`src/rtl/common.sv`:
```
// Shared types for the iterative divider: FSM state encoding and the captured
// operation mode.
package common;

  typedef enum logic [2:0] {
    IDLE = 3'd0,
    PREP = 3'd1,
    ITER = 3'd2,
    FIX  = 3'd3,
    DONE = 3'd4
  } div_state_t;

  typedef struct packed {
    logic is_signed;
    logic is_word;
    logic want_rem;
  } div_mode_t;

endpackage

```
`src/rtl/div_unit_param_if.sv`:
```
// Request/response bundle between the execute-stage requester (master) and the
// divider (slave).
interface div_unit_param_if #(
  parameter int WIDTH = 64
);
  logic             valid;
  logic             flush;
  logic             is_signed;
  logic             is_word;
  logic             want_rem;
  logic [WIDTH-1:0] a;
  logic [WIDTH-1:0] b;
  logic             busy;
  logic             done;
  logic [WIDTH-1:0] c;

  modport master (
    output valid, flush, is_signed, is_word, want_rem, a, b,
    input  busy, done, c
  );

  modport slave (
    input  valid, flush, is_signed, is_word, want_rem, a, b,
    output busy, done, c
  );
endinterface

```
`src/rtl/div_restoring_step.sv`:
```
// One combinational radix-2 restoring division step on unsigned magnitudes.
module div_restoring_step #(
  parameter int WIDTH = 64
) (
  input  logic [WIDTH-1:0] rem_i,
  input  logic [WIDTH-1:0] dvd_i,
  input  logic [WIDTH-1:0] div_i,
  output logic [WIDTH-1:0] rem_o,
  output logic [WIDTH-1:0] quo_o
);

  logic [WIDTH:0] shifted;
  logic [WIDTH:0] diff;

  assign shifted = {rem_i, dvd_i[WIDTH-1]};
  // Partial remainder stays below the divisor, so bit WIDTH of diff is the borrow.
  assign diff    = shifted - {1'b0, div_i};
  assign rem_o   = diff[WIDTH] ? shifted[WIDTH-1:0] : diff[WIDTH-1:0];
  assign quo_o   = {dvd_i[WIDTH-2:0], ~diff[WIDTH]};

endmodule

```
`src/rtl/div_unit_param.sv`:
```
// Iterative signed/unsigned, full/word divider with sign pre/post correction.
// Optional early completion for special operands when DIV_FASTPATH_EN is defined.
module div_unit_param
  import common::*;
#(
  parameter int WIDTH = 64
) (
  input logic             clk,
  input logic             reset,
  div_unit_param_if.slave dif
);

  localparam int HW = WIDTH / 2;
  localparam int CW = $clog2(WIDTH) + 1;

  div_state_t       state_q, state_d;
  div_mode_t        mode_q, mode_d;
  logic [WIDTH-1:0] a_q, a_d, b_q, b_d;
  logic [WIDTH-1:0] rem_q, rem_d, quo_q, quo_d, div_q, div_d;
  logic [WIDTH-1:0] c_q, c_d;
  logic [CW-1:0]    cnt_q, cnt_d;
  logic             negq_q, negq_d, negr_q, negr_d;

  logic [WIDTH-1:0] a_ext, b_ext, mag_a, mag_b;
  logic [WIDTH-1:0] step_rem, step_quo, q_fix, r_fix, spec_q, spec_r;
  logic             sa, sb, dz, ovf;

  function automatic logic [WIDTH-1:0] pick(input div_mode_t m,
                                            input logic [WIDTH-1:0] q,
                                            input logic [WIDTH-1:0] r);
    logic [WIDTH-1:0] v;
    v = m.want_rem ? r : q;
    return m.is_word ? {{HW{v[HW-1]}}, v[HW-1:0]} : v;
  endfunction

  assign a_ext = mode_q.is_word ? {{HW{mode_q.is_signed & a_q[HW-1]}}, a_q[HW-1:0]} : a_q;
  assign b_ext = mode_q.is_word ? {{HW{mode_q.is_signed & b_q[HW-1]}}, b_q[HW-1:0]} : b_q;
  assign sa    = mode_q.is_signed & a_ext[WIDTH-1];
  assign sb    = mode_q.is_signed & b_ext[WIDTH-1];
  assign mag_a = sa ? -a_ext : a_ext;
  assign mag_b = sb ? -b_ext : b_ext;

  assign dz  = (b_ext == '0);
  assign ovf = mode_q.is_signed & (&b_ext) &
               (mode_q.is_word ? (a_q[HW-1] & ~(|a_q[HW-2:0]))
                               : (a_q[WIDTH-1] & ~(|a_q[WIDTH-2:0])));

  // Divide-by-zero and overflow results; also the |a| < |b| fast result.
  assign spec_q = dz ? {WIDTH{1'b1}} : (ovf ? a_ext : '0);
  assign spec_r = ovf ? '0 : a_ext;

  assign q_fix = negq_q ? -quo_q : quo_q;
  assign r_fix = negr_q ? -rem_q : rem_q;

  div_restoring_step #(.WIDTH(WIDTH)) u_step (
    .rem_i (rem_q),
    .dvd_i (quo_q),
    .div_i (div_q),
    .rem_o (step_rem),
    .quo_o (step_quo)
  );

  always_comb begin
    state_d = state_q;
    mode_d  = mode_q;
    a_d     = a_q;
    b_d     = b_q;
    rem_d   = rem_q;
    quo_d   = quo_q;
    div_d   = div_q;
    cnt_d   = cnt_q;
    negq_d  = negq_q;
    negr_d  = negr_q;
    c_d     = c_q;
    case (state_q)
      IDLE: begin
        if (dif.valid && !dif.flush) begin
          a_d              = dif.a;
          b_d              = dif.b;
          mode_d.is_signed = dif.is_signed;
          mode_d.is_word   = dif.is_word;
          mode_d.want_rem  = dif.want_rem;
          state_d          = PREP;
        end
      end
      PREP: begin
        // Word dividends are left-aligned so N shifts consume exactly their bits.
        quo_d   = mode_q.is_word ? {mag_a[HW-1:0], {HW{1'b0}}} : mag_a;
        rem_d   = '0;
        div_d   = mag_b;
        cnt_d   = mode_q.is_word ? CW'(HW) : CW'(WIDTH);
        negq_d  = sa ^ sb;
        negr_d  = sa;
        state_d = ITER;
`ifdef DIV_FASTPATH_EN
        if (dz || ovf || (mag_a < mag_b)) begin
          c_d     = pick(mode_q, spec_q, spec_r);
          state_d = DONE;
        end
`endif
      end
      ITER: begin
        rem_d = step_rem;
        quo_d = step_quo;
        cnt_d = cnt_q - CW'(1);
        if (cnt_q == CW'(1)) state_d = FIX;
      end
      FIX: begin
        c_d     = (dz || ovf) ? pick(mode_q, spec_q, spec_r) : pick(mode_q, q_fix, r_fix);
        state_d = DONE;
      end
      DONE:    state_d = IDLE;
      default: state_d = IDLE;
    endcase
    if (dif.flush) begin
      state_d = IDLE;
      c_d     = c_q;
    end
  end

  always_ff @(posedge clk or posedge reset) begin
    if (reset) begin
      state_q <= IDLE;
      mode_q  <= '0;
      a_q     <= '0;
      b_q     <= '0;
      rem_q   <= '0;
      quo_q   <= '0;
      div_q   <= '0;
      cnt_q   <= '0;
      negq_q  <= 1'b0;
      negr_q  <= 1'b0;
      c_q     <= '0;
    end else begin
      state_q <= state_d;
      mode_q  <= mode_d;
      a_q     <= a_d;
      b_q     <= b_d;
      rem_q   <= rem_d;
      quo_q   <= quo_d;
      div_q   <= div_d;
      cnt_q   <= cnt_d;
      negq_q  <= negq_d;
      negr_q  <= negr_d;
      c_q     <= c_d;
    end
  end

  assign dif.busy = (state_q != IDLE);
  assign dif.done = (state_q == DONE);
  assign dif.c    = c_q;

endmodule

```
`src/flat_wrapper.sv`:
```
// flat-port wrapper written by rule: the top's interface ports become plain ports
module div_unit_param_flat import common::*;
#(
  parameter int WIDTH = 64
)
  (clk, reset, dif_valid, dif_flush, dif_is_signed, dif_is_word, dif_want_rem, dif_a, dif_b, dif_busy, dif_done, dif_c);
  div_unit_param_if #(.WIDTH(WIDTH)) dif_i ();
  input logic clk;
  input logic reset;
  input wire logic [$bits(dif_i.valid)-1:0] dif_valid;
  input wire logic [$bits(dif_i.flush)-1:0] dif_flush;
  input wire logic [$bits(dif_i.is_signed)-1:0] dif_is_signed;
  input wire logic [$bits(dif_i.is_word)-1:0] dif_is_word;
  input wire logic [$bits(dif_i.want_rem)-1:0] dif_want_rem;
  input wire logic [$bits(dif_i.a)-1:0] dif_a;
  input wire logic [$bits(dif_i.b)-1:0] dif_b;
  output wire logic [$bits(dif_i.busy)-1:0] dif_busy;
  output wire logic [$bits(dif_i.done)-1:0] dif_done;
  output wire logic [$bits(dif_i.c)-1:0] dif_c;
  assign dif_i.valid = dif_valid;
  assign dif_i.flush = dif_flush;
  assign dif_i.is_signed = dif_is_signed;
  assign dif_i.is_word = dif_is_word;
  assign dif_i.want_rem = dif_want_rem;
  assign dif_i.a = dif_a;
  assign dif_i.b = dif_b;
  assign dif_busy = dif_i.busy;
  assign dif_done = dif_i.done;
  assign dif_c = dif_i.c;
  div_unit_param #(.WIDTH(WIDTH)) u_core (.clk(clk), .reset(reset), .dif(dif_i));
endmodule
```
`config.mk`:
```
export PLATFORM = sky130hd
export DESIGN_NAME = div_unit_param_flat
export DESIGN_NICKNAME = d
export VERILOG_FILES = /design/src/rtl/common.sv /design/src/rtl/div_unit_param_if.sv /design/src/rtl/div_restoring_step.sv /design/src/rtl/div_unit_param.sv /design/src/flat_wrapper.sv
export SDC_FILE = /design/constraint.sdc
export NUM_CORES = 2
export LEC_CHECK = 0
export CAP_MARGIN = 20
export CORE_ASPECT_RATIO = 0.75
export CORE_UTILIZATION = 61
export CTS_BUF_LIST = sky130_fd_sc_hd__clkbuf_16
export CTS_CLUSTER_DIAMETER = 30
export DETAILED_ROUTE_END_ITERATION = 8
export PLACE_DENSITY = 0.79
export SLEW_MARGIN = 20
export SYNTH_ARGS = -nofsm -noshare
export SYNTH_HDL_FRONTEND = slang
export SYNTH_HIERARCHICAL = 1
export SYNTH_SLANG_ARGS = --single-unit
```
`constraint.sdc`:
```
create_clock -name clk -period 16.25 [get_ports clk]
set_input_delay 3.25 -clock clk [delete_from_list [all_inputs] [get_ports clk]]
set_output_delay 3.25 -clock clk [all_outputs]
set_load 0.01 [all_outputs]
```
==> metrics.md <==
| Metric | Value |
|---|---|
| Highest Clock Rate | `179.8 MHz` |
| Starting Density | `0.6256` |
| Max-Cap Viols | `0` |
| GR Util All Layers | `0.4411` |
| Worst slew pin tran | `1122 ps` |
| Synth Area in Compound Gates | `0.2399` |
| Die W | `254.3 µm` |
| Cell Area, Synth | `29120 µm²` |
| Global-route wire length before repair | `161800 µm` |
| DRC | `1` |
| Slew Limit Fails | `0` |
| DRT Pass-1 Iters | `9` |
| Worst-path maximum fanout | `110` |
| Hold buffer count at CTS | `0` |
| CTS tree | `done` |
| Post-Route WL | `107900 µm` |
| Num rows | `68` |
| Via count | `28490` |
| Violated checks | `DRC` |
| Max H-tree Level | `3` |
| Post-DR wirelength/cell | `26.55 µm` |
| WP data required | `16800 ps` |
| Pwr dens | `231.0 nW/µm²` |
| Crit start category | `primary input` |
| Register bit total from synthesis | `399` |
| Simple-Gate Fraction of Synth Area | `0.1572` |
| Layout cells sized above 1 | `0.1224` |
| Finish-stage setup viols | `0` |
| Yosys warns | `6` |
| Ports | `201` |
| Final min period | `5562 ps` |
| Crit. End Element | `async pin` |
| Initial antenna violation count | `11` |
| Setup bufs post-CTS | `0` |
| CTS-repair resized insts | `0` |
| Die Span Y | `191.2 µm` |
| Largest family of logic cells by synthesized area | `compound AO/OA/AOI/OAI gates` |
| Pin count of the biggest net entering global routing | `154` |
| Top cell type's share of synthesized area | `0.3429` |
| Top cells by count, synth | `dfrtp_1, nand2_1, o21ai_0, nor2_1, a21oi_1` |
| Clock Tree Buf Depth | `3` |
| Unrepaired setup endpoints after global routing | `no` |
| P_leak | `14.19 nW` |
| Vias/cell | `7.011` |
| Top area cells in the synthesized netlist | `dfrtp_1, mux2_2, o21ai_0` |
| Syn_nets | `3546` |
| XOR/XNOR Fraction of Synth Area | `0.08543` |
| Adder-Cell Fraction of Synth Area | `0.03120` |
| CTS Buf Count | `83` |
| Post-route ant nets | `0` |
| Count leader, synth | `dfrtp_1` |
| Nets@finish | `3568` |
| Post-DP HPWL | `78240 µm` |
| Initial DRC count | `4677` |
| Ys async rst share | `1.000` |
| Data arrival, critical path | `6110 ps` |
| Tcrit/Tclk final | `0.3423` |
| Mux cell area share after synthesis | `0.07980` |
| # clock sinks | `399` |
| Fin area | `33600 µm²` |
| Final Non-Filler Cells | `4064` |
| Layout Skew | `21.26 ps` |
| Post-route core utilization | `0.7220` |
| Die area | `48620 µm²` |
| Input/output buffers | `200` |
| Largest area contributor in the netlist | `dfrtp_1` |
| Clock latency on the worst-skew pair | `640 ps` |
| Final TNS setup | `0 ps` |
| Number of flops mapped to enable cells by yosys | `0` |
| Avg Cell Area, Syn | `8.720 µm²` |
| Core area | `46540 µm²` |
| RePlAce Congestion | `1.030` |
| Worst VDD drop | `0.0001322 V` |
| Placed inst area | `30760 µm²` |
| Type of the tightest min-delay check | `flip-flop to flip-flop` |
| Number of global-route vias before repair | `26230` |
| Hold Vio Cnt, Final | `0` |
| Unique masters post-synth | `99` |
| Status | `finished with violations` |
| Syn Inst Count | `3339` |
| Placed Instances | `3905` |
| Worst-path clk slew | `50 ps` |
| Slew headroom | `0.2522` |
| Top_reg_cell synth | `dfrtp_1` |
| Sequential share of the synthesized area | `0.3429` |
| Remaining Overflow, GRT | `0` |
| CP Class | `primary input to async pin` |
| Min Hold Slack | `476.2 ps` |
| Root buf cell | `clkbuf_16` |
| Area Overhead vs Synth | `15.40%` |
flip-flops by register name (all words and copies together) (netlist names):
| signal | flops |
|---|---|
| u_core/rem_q | 64 |
| u_core/state_q | 3 |
| u_core/div_q | 64 |
| u_core/mode_q | 3 |
| u_core/negr_q | 1 |
| u_core/negq_q | 1 |
| u_core/quo_q | 64 |
| u_core/a_q | 64 |
| u_core/cnt_q | 7 |
| u_core/dif.c | 64 |
| u_core/b_q | 64 |
cell type report:
| cell class | instances | area (µm²) |
|---|---|---|
| clock inverter | 70 | 701.9 |
| timing repair buffer | 230 | 2257 |
| tap | 630 | 788.3 |
| antenna | 4 | 10.01 |
| inverter | 108 | 412.9 |
| sequential | 399 | 9992 |
| fill | 3456 | 12940 |
| multi-input combinational | 2539 | 17340 |
| clock buffer | 84 | 2102 |
through the flow:
step | worst slack, ps | total power, mW
floorplan | 1904 | 4.675
global placement | 10030 | 5.710
detailed placement | 9915 | 5.815
CTS | 10560 | 7.559
global route | 10220 | 8.106
finish | 10690 | 7.763
critical path, stage by stage:
cell and delay (ps):
clkdlybuf4s50_1 490, inv_8 530, buf_4 780, buf_4 870
path summary, 6_finish.rpt:
| kind | start | to | slack [ps] | depth (start not counted) |
|---|---|---|---|---|
| setup reg to reg | u_core/rem_q[11] | u_core/rem_q[59] | 10770 | 13 |
| max in group clk | u_core/rem_q[11] | u_core/rem_q[59] | 10770 | 13 |
| hold reg to reg | u_core/dif.c[43] | u_core/dif.c[43] | 480 | 2 |
| hold / removal | u_core/dif.c[43] | u_core/dif.c[43] | 480 | 2 |
| min in group asynchronous | reset | u_core/b_q[20] | 3130 | 2 |
| setup / recovery | reset | u_core/negr_q | 10690 | 4 |
where the power goes:
part,internal [mW],switching [mW]
Clock,1.07,0.626
Combinational,1.66,2.43
Sequential,1.35,0.628
Total,4.08,3.69
routing by layer:
layer | routed length (µm) | vias to the layer above | GRT usage
met5 | 196 | - | 0.01837
met4 | 3700 | 14 | 0.1353
li1 | - | 12250 | -
met3 | 16020 | 316 | 0.1710
met2 | 42640 | 2071 | 0.5946
met1 | 45330 | 13840 | 0.6394
kinds of logic (layout without fill, tap and decap cells):
logic type	Yosys count	in the layout
AO/OA/AOI/OAI	1057	1057
AND/OR/NAND/NOR	931	931
buffers and inverters	401	492
flip-flops	399	399
XOR/XNOR	284	284
multiplexers	195	195
adder cells (fa/ha/maj)	72	72
other	0	4
layout by cell type, fill, tap and decap left out, types with 16 or more instances in the layout:
cell type and n:
o21bai_1 20, clkdlybuf4s50_1 200, a221oi_1 28, xnor2_1 118, nand3_1 39, o21ai_1 30, or3_1 43, o211ai_1 18
dfrtp_1 395, a31oi_1 29, nor3_1 58, nand2_1 314, nand2b_1 27, clkbuf_16 85, mux2_2 145, ha_1 71
or2_2 16, nand4_1 62, o22ai_1 31, or4_1 34, buf_4 28, xor2_1 165, o21a_1 23, inv_1 109
nor2_1 210, o41ai_1 39, nor4_1 50, o21ai_0 292, a21oi_1 202, o31ai_1 70, a21o_1 58, a22oi_1 43
a22o_1 65, mux2_4 38
No activity file was read; power rests on OpenSTA's default activity.
